$ cat src/rtl/writeback_unit.sv
// Write-back stage: 2-entry retire FIFO, result select/extension, registered register-file write port, in-flight scoreboard.
// Optional retired-instruction counter output enabled by defining WB_INSTRET_EN.
module writeback_unit #(
   parameter int WIDTH = 32
) (
   input  logic             clk,
   input  logic             rst_i,
   input  logic             mem_valid,
   output logic             mem_ready,
   input  logic             mem_reg_write,
   input  logic [4:0]       mem_rd_addr,
   input  logic [1:0]       mem_wb_sel,
   input  logic [2:0]       mem_funct3,
   input  logic [WIDTH-1:0] mem_alu_result,
   input  logic [WIDTH-1:0] mem_load_data,
   input  logic [WIDTH-1:0] mem_pc_plus4,
   input  logic             wb_hold,
   output logic             wb_write_enable,
   output logic [4:0]       wb_rd_addr,
   output logic [WIDTH-1:0] wb_write_data,
   input  logic             dec_issue_valid,
   input  logic [4:0]       dec_issue_rd,
   output logic             dec_issue_ready,
   input  logic [4:0]       dec_rs1_addr,
   input  logic [4:0]       dec_rs2_addr,
   output logic             dec_rs1_pending,
   output logic             dec_rs2_pending
`ifdef WB_INSTRET_EN
   ,
   output logic [63:0]      instret
`endif
);

   logic             rw_q   [2];
   logic [4:0]       rd_q   [2];
   logic [1:0]       sel_q  [2];
   logic [2:0]       f3_q   [2];
   logic [WIDTH-1:0] alu_q  [2];
   logic [WIDTH-1:0] load_q [2];
   logic [WIDTH-1:0] pc4_q  [2];

   logic       head;
   logic       tail;
   logic [1:0] count;
   logic       push;
   logic       pop;
   logic       head_writes;

   logic [WIDTH-1:0] head_val;
   logic [WIDTH-1:0] ld;

   logic [1:0]  sb_cnt [32];
   logic [31:0] sb_inc;
   logic [31:0] sb_dec;
   logic        issue_fire;

   assign mem_ready   = (count != 2'd2);
   assign push        = mem_valid && mem_ready;
   assign pop         = (count != 2'd0) && !wb_hold;
   assign head_writes = rw_q[head] && (rd_q[head] != 5'd0);

   always_ff @(posedge clk) begin
      if (push) begin
         rw_q[tail]   <= mem_reg_write;
         rd_q[tail]   <= mem_rd_addr;
         sel_q[tail]  <= mem_wb_sel;
         f3_q[tail]   <= mem_funct3;
         alu_q[tail]  <= mem_alu_result;
         load_q[tail] <= mem_load_data;
         pc4_q[tail]  <= mem_pc_plus4;
      end
   end

   always_ff @(posedge clk) begin
      if (rst_i) begin
         head  <= 1'b0;
         tail  <= 1'b0;
         count <= 2'd0;
      end else begin
         if (push) tail <= ~tail;
         if (pop)  head <= ~head;
         count <= count + {1'b0, push} - {1'b0, pop};
      end
   end

   always_comb begin
      ld       = load_q[head];
      head_val = alu_q[head];
      case (sel_q[head])
         2'b10: head_val = pc4_q[head];
         2'b01: begin
            case (f3_q[head])
               3'b000:  head_val = {{(WIDTH-8){ld[7]}}, ld[7:0]};
               3'b001:  head_val = {{(WIDTH-16){ld[15]}}, ld[15:0]};
               3'b100:  head_val = {{(WIDTH-8){1'b0}}, ld[7:0]};
               3'b101:  head_val = {{(WIDTH-16){1'b0}}, ld[15:0]};
               default: head_val = ld;
            endcase
         end
         default: head_val = alu_q[head];
      endcase
   end

   always_ff @(posedge clk) begin
      if (rst_i) begin
         wb_write_enable <= 1'b0;
         wb_rd_addr      <= 5'd0;
         wb_write_data   <= '0;
      end else if (pop) begin
         wb_write_enable <= head_writes;
         wb_rd_addr      <= rd_q[head];
         wb_write_data   <= head_val;
      end else begin
         wb_write_enable <= 1'b0;
      end
   end

`ifdef WB_INSTRET_EN
   always_ff @(posedge clk) begin
      if (rst_i)    instret <= 64'd0;
      else if (pop) instret <= instret + 64'd1;
   end
`endif

   // Decrement is taken at the pop edge, the same edge that raises wb_write_enable.
   assign dec_issue_ready = (sb_cnt[dec_issue_rd] != 2'd3);
   assign issue_fire      = dec_issue_valid && dec_issue_ready && (dec_issue_rd != 5'd0);

   always_comb begin
      sb_inc = '0;
      sb_dec = '0;
      if (issue_fire)          sb_inc[dec_issue_rd] = 1'b1;
      if (pop && head_writes)  sb_dec[rd_q[head]]   = 1'b1;
   end

   always_ff @(posedge clk) begin
      if (rst_i) begin
         for (int r = 0; r < 32; r++) sb_cnt[r] <= 2'd0;
      end else begin
         sb_cnt[0] <= 2'd0;
         for (int r = 1; r < 32; r++) begin
            if (sb_inc[r] && !sb_dec[r])
               sb_cnt[r] <= sb_cnt[r] + 2'd1;
            else if (sb_dec[r] && !sb_inc[r] && sb_cnt[r] != 2'd0)
               sb_cnt[r] <= sb_cnt[r] - 2'd1;
         end
      end
   end

   assign dec_rs1_pending = (dec_rs1_addr != 5'd0) && (sb_cnt[dec_rs1_addr] != 2'd0);
   assign dec_rs2_pending = (dec_rs2_addr != 5'd0) && (sb_cnt[dec_rs2_addr] != 2'd0);

endmodule

$ cat config.mk
export PLATFORM = sky130hd
export DESIGN_NAME = writeback_unit
export DESIGN_NICKNAME = d
export VERILOG_FILES = /design/src/rtl/writeback_unit.sv
export SDC_FILE = /design/constraint.sdc
export NUM_CORES = 1
export LEC_CHECK = 0
export CORE_ASPECT_RATIO = 1.5
export CORE_MARGIN = 2
export CORE_UTILIZATION = 50
export DETAILED_ROUTE_END_ITERATION = 8
export DONT_BUFFER_PORTS = 1
export GPL_TIMING_DRIVEN = 0
export PLACE_DENSITY_LB_ADDON = 0.12
export SETUP_SLACK_MARGIN = 0.3
export SLEW_MARGIN = 20
export SYNTH_ARGS = -nofsm -noshare
export SYNTH_HDL_FRONTEND = slang
export SYNTH_SLANG_ARGS = --single-unit
$ cat constraint.sdc
create_clock -name clk -period 9.3 [get_ports clk]
set_clock_uncertainty 0.15 [all_clocks]
set_input_delay 1.86 -clock clk [delete_from_list [all_inputs] [get_ports clk]]
set_output_delay 1.86 -clock clk [all_outputs]
set_load 0.01 [all_outputs]
# Word level (Yosys, flattened, before mapping)
# Memories as Yosys holds them, arrays and structs flattened. A register that Yosys moved wholly into a read port is not among the register bits.
# Cells that the tools add are included.
[classes]
n_addsub = 64
mul = 0
div_mod_pow = 0
n_lt_le_gt_ge = 4
n_eq_ne = 7
n_shift = 0
muxes = 307
bitwise_logic = 66
reduce_logical = 206
[op_table]
columns = ["op", "n"]
rows = [
  ["1-bit two-way mux", 238],
  ["32-bit case mux with 4 select lines", 1],
  ["2-bit two-way mux", 63],
  ["1-bit logical AND", 103],
  ["2-bit nonzero test", 34],
  ["32-bit two-way mux", 2],
  ["32-bit case mux with 2 select lines", 1],
  ["1-bit logical NOT", 63],
  ["1-bit bitwise OR", 63],
  ["2-bit by 1-bit adder with 2-bit output, second input constant", 31],
  ["2-bit by 1-bit subtractor with 2-bit output, second input constant", 31],
  ["5-bit nonzero test", 4],
  ["5-bit by 6-bit < comparator with 1-bit output, second input constant", 2],
  ["1-bit demux with 5-bit select", 2],
  ["5-bit by 1-bit greater-or-equal comparator with 1-bit output, second input constant", 2],
  ["3-bit == test, second input constant", 2],
  ["2-bit != test, second input constant", 2],
  ["3-bit by 1-bit == test with 1-bit output, second input constant", 1],
  ["3-bit logical NOT", 1],
  ["1-bit NOT", 3],
  ["2-bit by 1-bit adder with 2-bit output", 1],
  ["2-bit by 1-bit == test with 1-bit output, second input constant", 1],
  ["2-bit == test, second input constant", 1],
  ["2-bit OR reduction", 1],
  ["2-bit by 1-bit subtractor with 2-bit output", 1],
]
[word_totals]
reg_bits = 42
latchBits = 0
ram_bits = 278
romBits = 0
in_bits = 127
out_inout_bits = 42
elab_cells = 668
memories = 8
[mem_list]
columns = ["memory", "words", "width", "read_ports", "rd_ports_with_merged_regs", "write_ports", "line", "source"]
rows = [
  ["alu_q", 2, 32, 1, 1, 1, "38", "logic [WIDTH-1:0] alu_q [2];"],
  ["load_q", 2, 32, 1, 1, 1, "39", "logic [WIDTH-1:0] load_q [2];"],
  ["pc4_q", 2, 32, 1, 1, 1, "40", "logic [WIDTH-1:0] pc4_q [2];"],
  ["sb_cnt", 32, 2, 34, 0, 32, "52", "logic [1:0] sb_cnt [32];"],
  ["rd_q", 2, 5, 1, 1, 1, "35", "logic [4:0] rd_q [2];"],
  ["f3_q", 2, 3, 1, 1, 1, "37", "logic [2:0] f3_q [2];"],
  ["2 more memories", "-", "-", "-", "-", "-", "-", ""],
]

# Logic depth before layout (Yosys ltp)
# Gate-level depths: netlist of run 1.
[depth]
word_depth = 13
mapped_depth = 14
mapped_depth_nobuf = 8

# Worst setup path before layout of run 1
# Ideal clock, no wire load.
[synth_path]
path_kind = "input to register"
from = "input port mem_valid"
to = "memory alu_q[0][0] (enable)"
setup_time_ps = 574
arrival_time_ps = 6406
required_ps = 8576
slack_ps = 2170
path_stages = 2
path_buffers = 0
path_cell_list = "nand2_1 -> nor2_1"
[synth_via]
elab_chain_cells = 3
[synth_lines]
columns = ["element", "line", "source"]
rows = [
  ["start, declared", "8", "input logic mem_valid,"],
  ["1-bit logical AND", "58", "assign push = mem_valid && mem_ready;"],
  ["1-bit two-way mux", "63", "if (push) begin"],
  ["1-bit two-way mux (not written as such)", "68", "alu_q[tail] <= mem_alu_result;"],
  ["end, declared", "38", ""],
]
# No other way between the ends.

# Final worst setup path of run 1
[layout_path]
from = "input port dec_issue_rd[0]"
to = "output port dec_issue_ready"
[layout_via]
elab_chain_cells = 2
[layout_lines]
columns = ["element", "line", "source"]
rows = [
  ["start, declared", "22", "input logic [4:0] dec_issue_rd,"],
  ["memory 32 x 2 bit", "-", ""],
  ["2-bit != test", "126", "assign dec_issue_ready = (sb_cnt[dec_issue_rd] != 2'd3);"],
  ["end, declared", "23", "output logic dec_issue_ready,"],
]
# No other way between the ends.

==> metrics, run 1 <==
layout cell share with drive strength beyond 1 0.128; Slew @ Worst Pin 1090 ps; CTS tree yes; met1 Usage GRT 0.267; Max VDD drop 0.209 mV; Synth Area in Compound Gates 0.147; die area 31,700 sq um; cell area power density 245 nW/um^2; clk buf depth 3; Syn Inst Count 1,207; Total Routing Usage GR 0.262; GR peak layer met2; fraction of synthesized area in multiplexers 0.111; instance area at placement 15,800 sq um; placed wire-length estimate 31,400 um; Rows 78; cell area after layout 16,800 sq um; largest family of logic cells by synthesized area compound AO/OA/AOI/OAI gates; number of synthesized flops with an enable pin 276; Most used DFF post-synth edfxtp_1; Hold Buf Count CTS 0; PostCTS Resize Cnt 0; Starting Density 0.504; CTS Buf Count 31; Initial DRC Count 637; Clock Latency Late Sink 570 ps; Final ANT Viol Nets 0; GR Util met2 0.478; r2r endpoint wb_write_data[27]; Die H 217 um; Critical Path Sink dec_issue_ready; vias in the first global route 10,600; Area growth, synth to finish 10.9%; Place WS 2940 ps; # IOs 169; crit end category primary output; antenna cells 0; worst-path maximum fanout 10; Req. time, crit path 7290 ps; largest net degree at the start of global routing 42; via/cell ratio 6.21; CP Launch Point dec_issue_rd[0]; critical path startpoint category primary input; setup ws final 2850 ps; Setup Crit Path Kind primary input to primary output; Tmin final 6450 ps; Min-Delay Path Class flip-flop to flip-flop; Net Count, Synth 1,339; initial antenna violation count 1; port bufs 0; Post-CTS Repair Setup Buffers 0; final WL 41,700 um; TNS Setup 0 ps; remaining routing DRC violations 0; Clock transition at path regs 60 ps; post-synthesis xor/xnor area fraction 0.0173; Distinct cells, synth 77; Fmax 155 MHz; core area 30,100 sq um; period utilization 0.694; Die X 146 um; Async SR Flop Fraction 0; met3 usage 0.0698; RSZ-0062 raised after global routing false; flop2flop setup slack 3890 ps; MaxCap Viol Count 0; # H-tree levels 1; grt ovf 0; Worst Path Arrival 4440 ps; register area share after synthesis 0.604; syn_area_per_cell 12.6 sq um; adder-cell share of the synthesized area 0.00413; final hold violation count 0; post-layout util 0.559; Slew Limit Fails 0; global-route wire length before repair 63,000 um; Yosys reg bits 319; P_leak 5.60 nW; simple-gate share of the synthesized area 0.0904; Post-layout nets 1,379; gp weighted congestion 0.943; Slew HR 0.267; CTS root buf clkbuf_16; synth warn 0; DRT Pass-1 Iters 5; clock sink count 319; final setup violation count 0; wire per inst 25.0 um; status finished, final reports clean; Vias 10,400; R2R cell count 14; Post-Syn Area 15,100 sq um
[report_power, final]
group,internal [mW],switching [mW]
logic,0.362,0.629
registers,1.78,0.119
clock network,0.701,0.520
total,2.85,1.27
[worst max-delay path, cell delays in order]
cell,delay [ps]
buf_6,150
buf_6,240
buf_6,230
mux2i_1,530
o32ai_1,200
a221oi_1,340
nand4_2,330
and2_4,250
buf_6,130
inv_2,170
[kinds of logic (layout without fill, tap and decap cells)]
kind of cell / after synthesis / after routing
buffers and inverters: 91 / 154
adder cells (fa/ha/maj): 5 / 5
AO/OA/AOI/OAI: 331 / 331
XOR/XNOR: 30 / 30
AND/OR/NAND/NOR: 290 / 290
multiplexers: 141 / 141
flip-flops: 319 / 319
[cells in the mapped netlist (5+ instances only)]
master,instances,area (sq um)
dfxtp_1,43,861
mux2i_1,66,661
o311ai_1,5,43.8
buf_6,5,56.3
a211oi_1,30,225
a221oi_1,18,158
nand2b_1,12,75.1
mux2_2,57,642
buf_2,13,65.1
ha_1,5,62.6
edfxtp_1,276,8290
xnor2_1,5,43.8
a21oi_1,108,541
clkbuf_1,49,184
nor2_1,107,402
nor3_1,21,105
a211o_1,8,70.1
xor2_1,25,219
o22ai_1,24,150
a21o_1,10,75.1
buf_1,8,30.0
o31ai_1,14,105
mux4_2,15,338
nand3_1,25,125
inv_1,14,52.6
nand2_1,66,248
o21ai_0,38,190
a22oi_1,18,135
or3_1,18,113
nand3b_1,5,37.5
[worst min-delay path by stage]
stage / from / end / slack [ps] / depth (start not counted)
after floorplan: wb_write_data[10] / wb_write_data[10] / 330 / 2
after global placement: head / flip-flop / 360 / 2
after detailed placement: head / head / 360 / 2
after CTS: head / head / 380 / 2
after global routing: wb_write_data[11] / wb_write_data[11] / 400 / 2
final: head / head / 370 / 2
[stage by stage]
stage	cells	power, mW	hold slack, ps
after global routing	1670	4.30	398
after floorplan	1207	2.60	331
after detailed placement	1614	2.93	356
final	1670	4.12	371
after CTS	1670	4.15	376
after global placement	1607	2.91	358
[metal layers]
metal,vias up,routed length (um)
li1,4786,-
met1,5061,14000
met2,379,22000
met3,135,2990
met4,2,2730
met5,-,13
[sequential cells by signal (all words and copies together), names as in the netlist, named ones only]
signal	count
sel_q	4
load_q	64
pc4_q	64
head	1
wb_write_enable	1
wb_rd_addr	5
wb_write_data	32
sb_cnt	62
alu_q	64
tail	1
rd_q	10
count	2
rw_q	2
f3_q	6
[cell usage in the layout, fill, tap and decap left out, drive strengths merged, types with 5 or more instances in the layout]
| cell type | netlist | final |
|---|---|---|
| a22oi | 18 | 18 |
| o21ai | 42 | 42 |
| a211oi | 32 | 32 |
| mux4 | 15 | 15 |
| edfxtp | 276 | 276 |
| clkbuf | 50 | 87 |
| o311ai | 8 | 8 |
| buf | 26 | 33 |
| nand3 | 25 | 25 |
| nand2b | 12 | 12 |
| ha | 5 | 5 |
| o21ba | 5 | 5 |
| nor3 | 21 | 21 |
| xnor2 | 5 | 5 |
| a21oi | 110 | 110 |
| a2111oi | 6 | 6 |
| o22ai | 24 | 24 |
| clkinv | 0 | 13 |
| inv | 15 | 18 |
| mux2i | 66 | 66 |
| nand2 | 66 | 66 |
| o31ai | 14 | 14 |
| xor2 | 25 | 25 |
| a211o | 8 | 8 |
| a221oi | 18 | 18 |
| mux2 | 60 | 60 |
| or3 | 18 | 18 |
| nand4 | 5 | 5 |
| or4 | 5 | 5 |
| dfxtp | 43 | 43 |
| nand3b | 6 | 6 |
| nor2 | 107 | 107 |
| a21o | 10 | 10 |
[area by class of cell]
cell class	count	area (sq um)
tap	400	500
multi-input combinational	797	5640
clock buffer	37	808
fill	2651	13300
buffer	76	340
sequential	319	9150
timing repair buffer	7	143
clock inverter	19	173
inverter	15	56.3
(Power assumes the default switching activity.)
==> inputs of run 2 (changes only) <==
==> constraint.sdc (replaced) <==
create_clock -name clk -period 5.4 [get_ports clk]
set_clock_uncertainty 0.15 [all_clocks]
set_input_delay 1.08 -clock clk [delete_from_list [all_inputs] [get_ports clk]]
set_output_delay 1.08 -clock clk [all_outputs]
set_load 0.01 [all_outputs]
==> metrics, run 2 (synthesis results as in run 1) <==
status finished, final reports clean (unchanged); period utilization 0.908; commonest non-fill, non-tap cell in the layout edfxtp_1 (unchanged); core area 30,100 sq um (unchanged); gp weighted congestion 0.968 (was 0.943); Clock Latency Late Sink 580 ps (was 570 ps); cell area power density 424 nW/um^2 (was 245 nW/um^2); Total Routing Usage GR 0.264 (was 0.262); Tmin final 4900 ps; Slew HR 0.235 (was 0.267); Slew @ Worst Pin 1130 ps (was 1090 ps); # IOs 169 (unchanged); CTS root buf clkbuf_16 (unchanged); critical path startpoint category primary input (unchanged); clock sink count 319 (unchanged); final hold violation count 0 (unchanged); via/cell ratio 6.19 (was 6.21); placed wire-length estimate 31,700 um (was 31,400 um); clk buf depth 3 (unchanged); largest net degree at the start of global routing 51 (was 42); RSZ-0062 raised after global routing false (unchanged); initial antenna violation count 1 (unchanged); Place WS -27.0 ps (was 2940 ps); fill cell count 2,614 (was 2,651); commonest cells after routing, fill and taps aside edfxtp_1, a21oi_1, nor2_1 (unchanged); Rows 78 (unchanged); die area 31,700 sq um (unchanged); layout cell share with drive strength beyond 1 0.139 (was 0.128); Final ANT Viol Nets 0 (unchanged); final WL 42,100 um (was 41,700 um); DRT Pass-1 Iters 5 (unchanged); grt ovf 0 (unchanged); MaxCap Viol Count 0 (unchanged); setup ws final 499 ps (was 2850 ps); CP Launch Point dec_issue_rd[0] (unchanged); TNS Setup 0 ps (unchanged); crit end category primary output (unchanged); Worst Path Arrival 3670 ps (was 4440 ps); Hold Crit Depth 2 (unchanged); P_leak 5.64 nW (was 5.60 nW); Slew Limit Fails 0 (unchanged); Largest regs alu_q: 64 flops, load_q: 64 flops, pc4_q: 64 flops (unchanged); Clock transition at path regs 60 ps (about the same); Hold Buf Count CTS 0 (unchanged); multi-input logic area 5640 sq um (about the same); remaining routing DRC violations 0 (unchanged); cell area after layout 16,900 sq um (was 16,800 sq um); Min-Delay Path Class flip-flop to flip-flop (unchanged); Reg area 9150 sq um (unchanged); Fmax 204 MHz; Area growth, synth to finish 11.4% (was 10.9%); port bufs 0 (unchanged); Die X 146 um (unchanged); Vias 10,300 (was 10,400); global-route wire length before repair 63,500 um (was 63,000 um); Max VDD drop 0.335 mV (was 0.209 mV); CTS Buf Count 30 (was 31); Setup Crit Path Kind primary input to primary output (unchanged); Hold Crit Start wb_write_data[10] (was head); Req. time, crit path 4170 ps (was 7290 ps); CTS tree yes (unchanged); Initial DRC Count 655 (was 637); Post-layout nets 1,378 (was 1,379); wire per inst 25.2 um (was 25.0 um); vias in the first global route 10,600 (about the same); R2R cell count 14 (unchanged); final setup violation count 0 (unchanged); post-layout util 0.561 (was 0.559); instance area at placement 15,800 sq um (about the same); Starting Density 0.504 (unchanged); total power 7.16 mW (was 4.12 mW); Die H 217 um (unchanged); worst-path maximum fanout 10 (unchanged); # H-tree levels 1 (unchanged)
[run 2: final cells by class]
| class | instances | area share |
|---|---|---|
| flip-flops and latches | 319 | 0.542 |
| plain buffers | 76 | 0.0205 |
| diodes | 2 | 0.000297 |
| clock buffers | 40 | 0.0503 |
| clock inverters | 15 | 0.00956 |
| inverters | 15 | 0.00334 |
| repair buffers | 7 | 0.0101 |
| well taps | 400 | 0.0297 |
| multi-input cells | 797 | 0.334 |
[run 2: repair_timing]
action | 4_1_cts | 5_1_grt
cloned | 0 | 0
buffers inserted | 0 | 0
hold endpoints to repair | 0 | 0
resized for setup | 2 | 4
endpoints found under the setup margin | 10 | 11
[run 2: critical path, cell delays in order]
cell	delay [ps]
buf_6	160
buf_6	230
buf_6	230
buf_6	200
mux2i_1	480
nor3_1	110
a221oi_1	280
nand4_2	330
and2_4	250
buf_6	130
inv_2	170
[run 2: report_power, final]
part	switching [mW]	leakage, nW	total, mW	internal [mW]
sequential	0.207	2.99	3.28	3.07
clock	0.907	0.495	2.15	1.25
combinational	1.09	2.15	1.72	0.638
total	2.20	5.64	7.16	4.96
[run 2: stage by stage]
step / instances / hold slack (ps)
6_report: 1671 / 376
5_1_grt: 1669 / 401
4_1_cts: 1669 / 380
3_5_place_dp: 1614 / 371
3_3_place_gp: 1607 / 369
2_1_floorplan: 1207 / 331
[run 2: path summary, 6_finish.rpt]
| path | to | slack [ps] |
|---|---|---|
| max | dec_issue_ready | 500 |
| min | wb_write_data[10] | 380 |
| max reg2reg | wb_write_data[22] | 850 |
| min reg2reg | wb_write_data[10] | 380 |
[run 2: metal layers]
layer  vias up  track usage  wire (um)
met4         0        0.178       3340
met3       154       0.0660       2960
li1       4791            -          -
met1      5006        0.269      14300
met2       398        0.476      21500
met5         -            0          0
==> inputs of run 3 (changes only) <==
--- a/config.mk
+++ b/config.mk
@@ -9,7 +9,6 @@
 export CORE_MARGIN = 2
 export CORE_UTILIZATION = 50
 export DETAILED_ROUTE_END_ITERATION = 8
-export DONT_BUFFER_PORTS = 1
 export GPL_TIMING_DRIVEN = 0
 export PLACE_DENSITY_LB_ADDON = 0.12
 export SETUP_SLACK_MARGIN = 0.3
==> metrics, run 3 (synthesis results as in run 1) <==
clk buf depth 3 (unchanged); Final Non-Filler Cells 1,838 (was 1,671); MaxCap Viol Count 0 (unchanged); Worst Path Arrival 3730 ps (was 3670 ps); multi-input logic area 5670 sq um (was 5640 sq um); clock network power share 0.297 (was 0.301); # placed instances 1,779 (was 1,614); switching share of power 0.305 (was 0.307); R2R cell count 14 (unchanged); period utilization 0.919 (was 0.908); vias in the first global route 11,400 (was 10,600); Critical Path Sink dec_issue_ready (unchanged); DRT Pass-1 Iters 7 (was 5); remaining routing DRC violations 0 (unchanged); Slew HR 0.291 (was 0.235); CTS tree yes (unchanged); # H-tree levels 1 (unchanged); critical path startpoint category primary input (unchanged); Largest regs alu_q: 64 flops, load_q: 64 flops, pc4_q: 64 flops (unchanged); Reg area 9150 sq um (unchanged); Die H 217 um (unchanged); Place WS -572 ps (was -27.0 ps); CTS root buf clkbuf_16 (unchanged); placed wire-length estimate 35,700 um (was 31,700 um); CTS Buf Count 31 (was 30); r2r endpoint wb_write_data[26] (was wb_write_data[22]); Tmin final 4960 ps (was 4900 ps); CP Launch Point dec_issue_rd[1] (was dec_issue_rd[0]); commonest cells after routing, fill and taps aside edfxtp_1, clkdlybuf4s50_1, a21oi_1 (was edfxtp_1, a21oi_1, nor2_1); port bufs 165 (was 0); Slew @ Worst Pin 1050 ps (was 1130 ps); Die X 146 um (unchanged); Hold Crit Depth 2 (unchanged); core area 30,100 sq um (unchanged); Sw Pwr 2.28 mW (was 2.20 mW); Post-CTS Repair Setup Buffers 0 (unchanged); global-route wire length before repair 68,800 um (was 63,500 um); setup ws final 439 ps (was 499 ps); via/cell ratio 6.08 (was 6.19); clock sink count 319 (unchanged); Clock Latency Late Sink 580 ps (about the same); layout cell share with drive strength beyond 1 0.125 (was 0.139); Comb pwr share 0.272 (was 0.241); final WL 46,500 um (was 42,100 um); Starting Density 0.504 (unchanged); status finished, final reports clean (unchanged); final hold violation count 0 (unchanged); fill cell count 2,517 (was 2,614); final setup violation count 0 (unchanged); # IOs 169 (unchanged); Slew Limit Fails 0 (unchanged); cell area power density 402 nW/um^2 (was 424 nW/um^2); Area growth, synth to finish 22.6% (was 11.4%); Initial DRC Count 739 (was 655); Int Pwr 5.19 mW (was 4.96 mW); Post-layout nets 1,544 (was 1,378); Min-Delay Path Class flip-flop to flip-flop (unchanged); Rows 78 (unchanged); RSZ-0062 raised after global routing false (unchanged); crit end category primary output (unchanged); Total Routing Usage GR 0.291 (was 0.264); Vias 11,200 (was 10,300); Seq pwr share 0.431 (was 0.458); Min Hold Slack 319 ps (was 376 ps); Max VDD drop 0.361 mV (was 0.335 mV); worst-path maximum fanout 10 (unchanged); largest net degree at the start of global routing 40 (was 51); Fmax 202 MHz (was 204 MHz); gp weighted congestion 1.01 (was 0.968); wire per inst 25.3 um (was 25.2 um); initial antenna violation count 1 (unchanged); grt ovf 0 (unchanged); flop2flop setup slack 770 ps (was 850 ps); commonest non-fill, non-tap cell in the layout edfxtp_1 (unchanged); Setup Crit Path Kind primary input to primary output (unchanged); Final ANT Viol Nets 0 (unchanged); Clock transition at path regs 60 ps (about the same); P_leak 6.29 nW (was 5.64 nW); die area 31,700 sq um (unchanged); Req. time, crit path 4170 ps (about the same)
==> run 3: cell types whose count changed in the layout (fill, tap and decap cells not counted), moves of 3 or more <==
cell             previous run  this run
clkinvlp_4                  3         0
buf_16                      4         1
buf_12                      3         6
clkdlybuf4s50_1             0       163
clkinv_1                    0         4
clkinv_2                    8         4
==> run 3: power by group through the flow <==
| stage | logic [mW] | registers (mW) | clock network (mW) |
|---|---|---|---|
| after floorplan | 1.18 | 3.29 | 0 |
| after global placement | 1.94 | 3.31 | 0 |
| after detailed placement | 2.03 | 3.27 | 0 |
| after CTS | 2.04 | 3.22 | 2.25 |
| after global routing | 2.19 | 3.25 | 2.35 |
| final | 2.03 | 3.22 | 2.22 |
==> run 3: critical path: stages <==
cell and delay (ps):
clkdlybuf4s50_1 530, buf_6 190, nor2b_1 110, a22oi_2 270, o21ai_1 130, or4b_1 470
buf_2 200, and2_4 180, buf_6 140, inv_2 140, dlygate4sd2_1 290
==> run 3: final cells by class <==
type | count | share of cell area
tap | 400 | 0.0269
clock buffer | 41 | 0.0454
buffer | 76 | 0.0198
timing repair buffer | 172 | 0.0967
multi-input combinational | 797 | 0.305
antenna | 1 | 0.000135
clock inverter | 17 | 0.0107
inverter | 15 | 0.00303
sequential | 319 | 0.492
==> run 3: repair_timing <==
| action | CTS | global route |
|---|---|---|
| hold buffers | 0 | 0 |
| setup endpoints to repair | 15 | 12 |
| pin swaps | 2 | 0 |
| gates resized for setup | 17 | 6 |
==> run 3: worst min-delay path by stage <==
stage | start | end
after floorplan | wb_write_data[10] | wb_write_data[10]
after global placement | wb_write_data[14] | wb_write_data[14]
after detailed placement | wb_write_data[15] | wb_write_data[15]
after CTS | wb_write_data[15] | wb_write_data[15]
after global routing | wb_write_data[15] | wb_write_data[15]
final | wb_write_data[15] | wb_write_data[15]
==> run 3: stage by stage <==
| step | total power, mW | instance area (sq um) | setup TNS, ps | util |
|---|---|---|---|---|
| after detailed placement | 5.30 | 17500 | -2190 | 0.581 |
| final | 7.47 | 18600 | 0 | 0.618 |
| after global routing | 7.79 | 18600 | 0 | 0.618 |
| after floorplan | 4.47 | 15200 | 0 | - |
| after global placement | 5.25 | 17300 | -219180 | 0.576 |
| after CTS | 7.52 | 18600 | 0 | 0.618 |
==> run 3: layer usage <==
layer,track usage,up-vias,part of all wire
met5,0,-,0
met4,0.200,0,0.077
met1,0.299,5495,0.34
met2,0.542,410,0.54
li1,-,5139,-
met3,0.0403,136,0.049
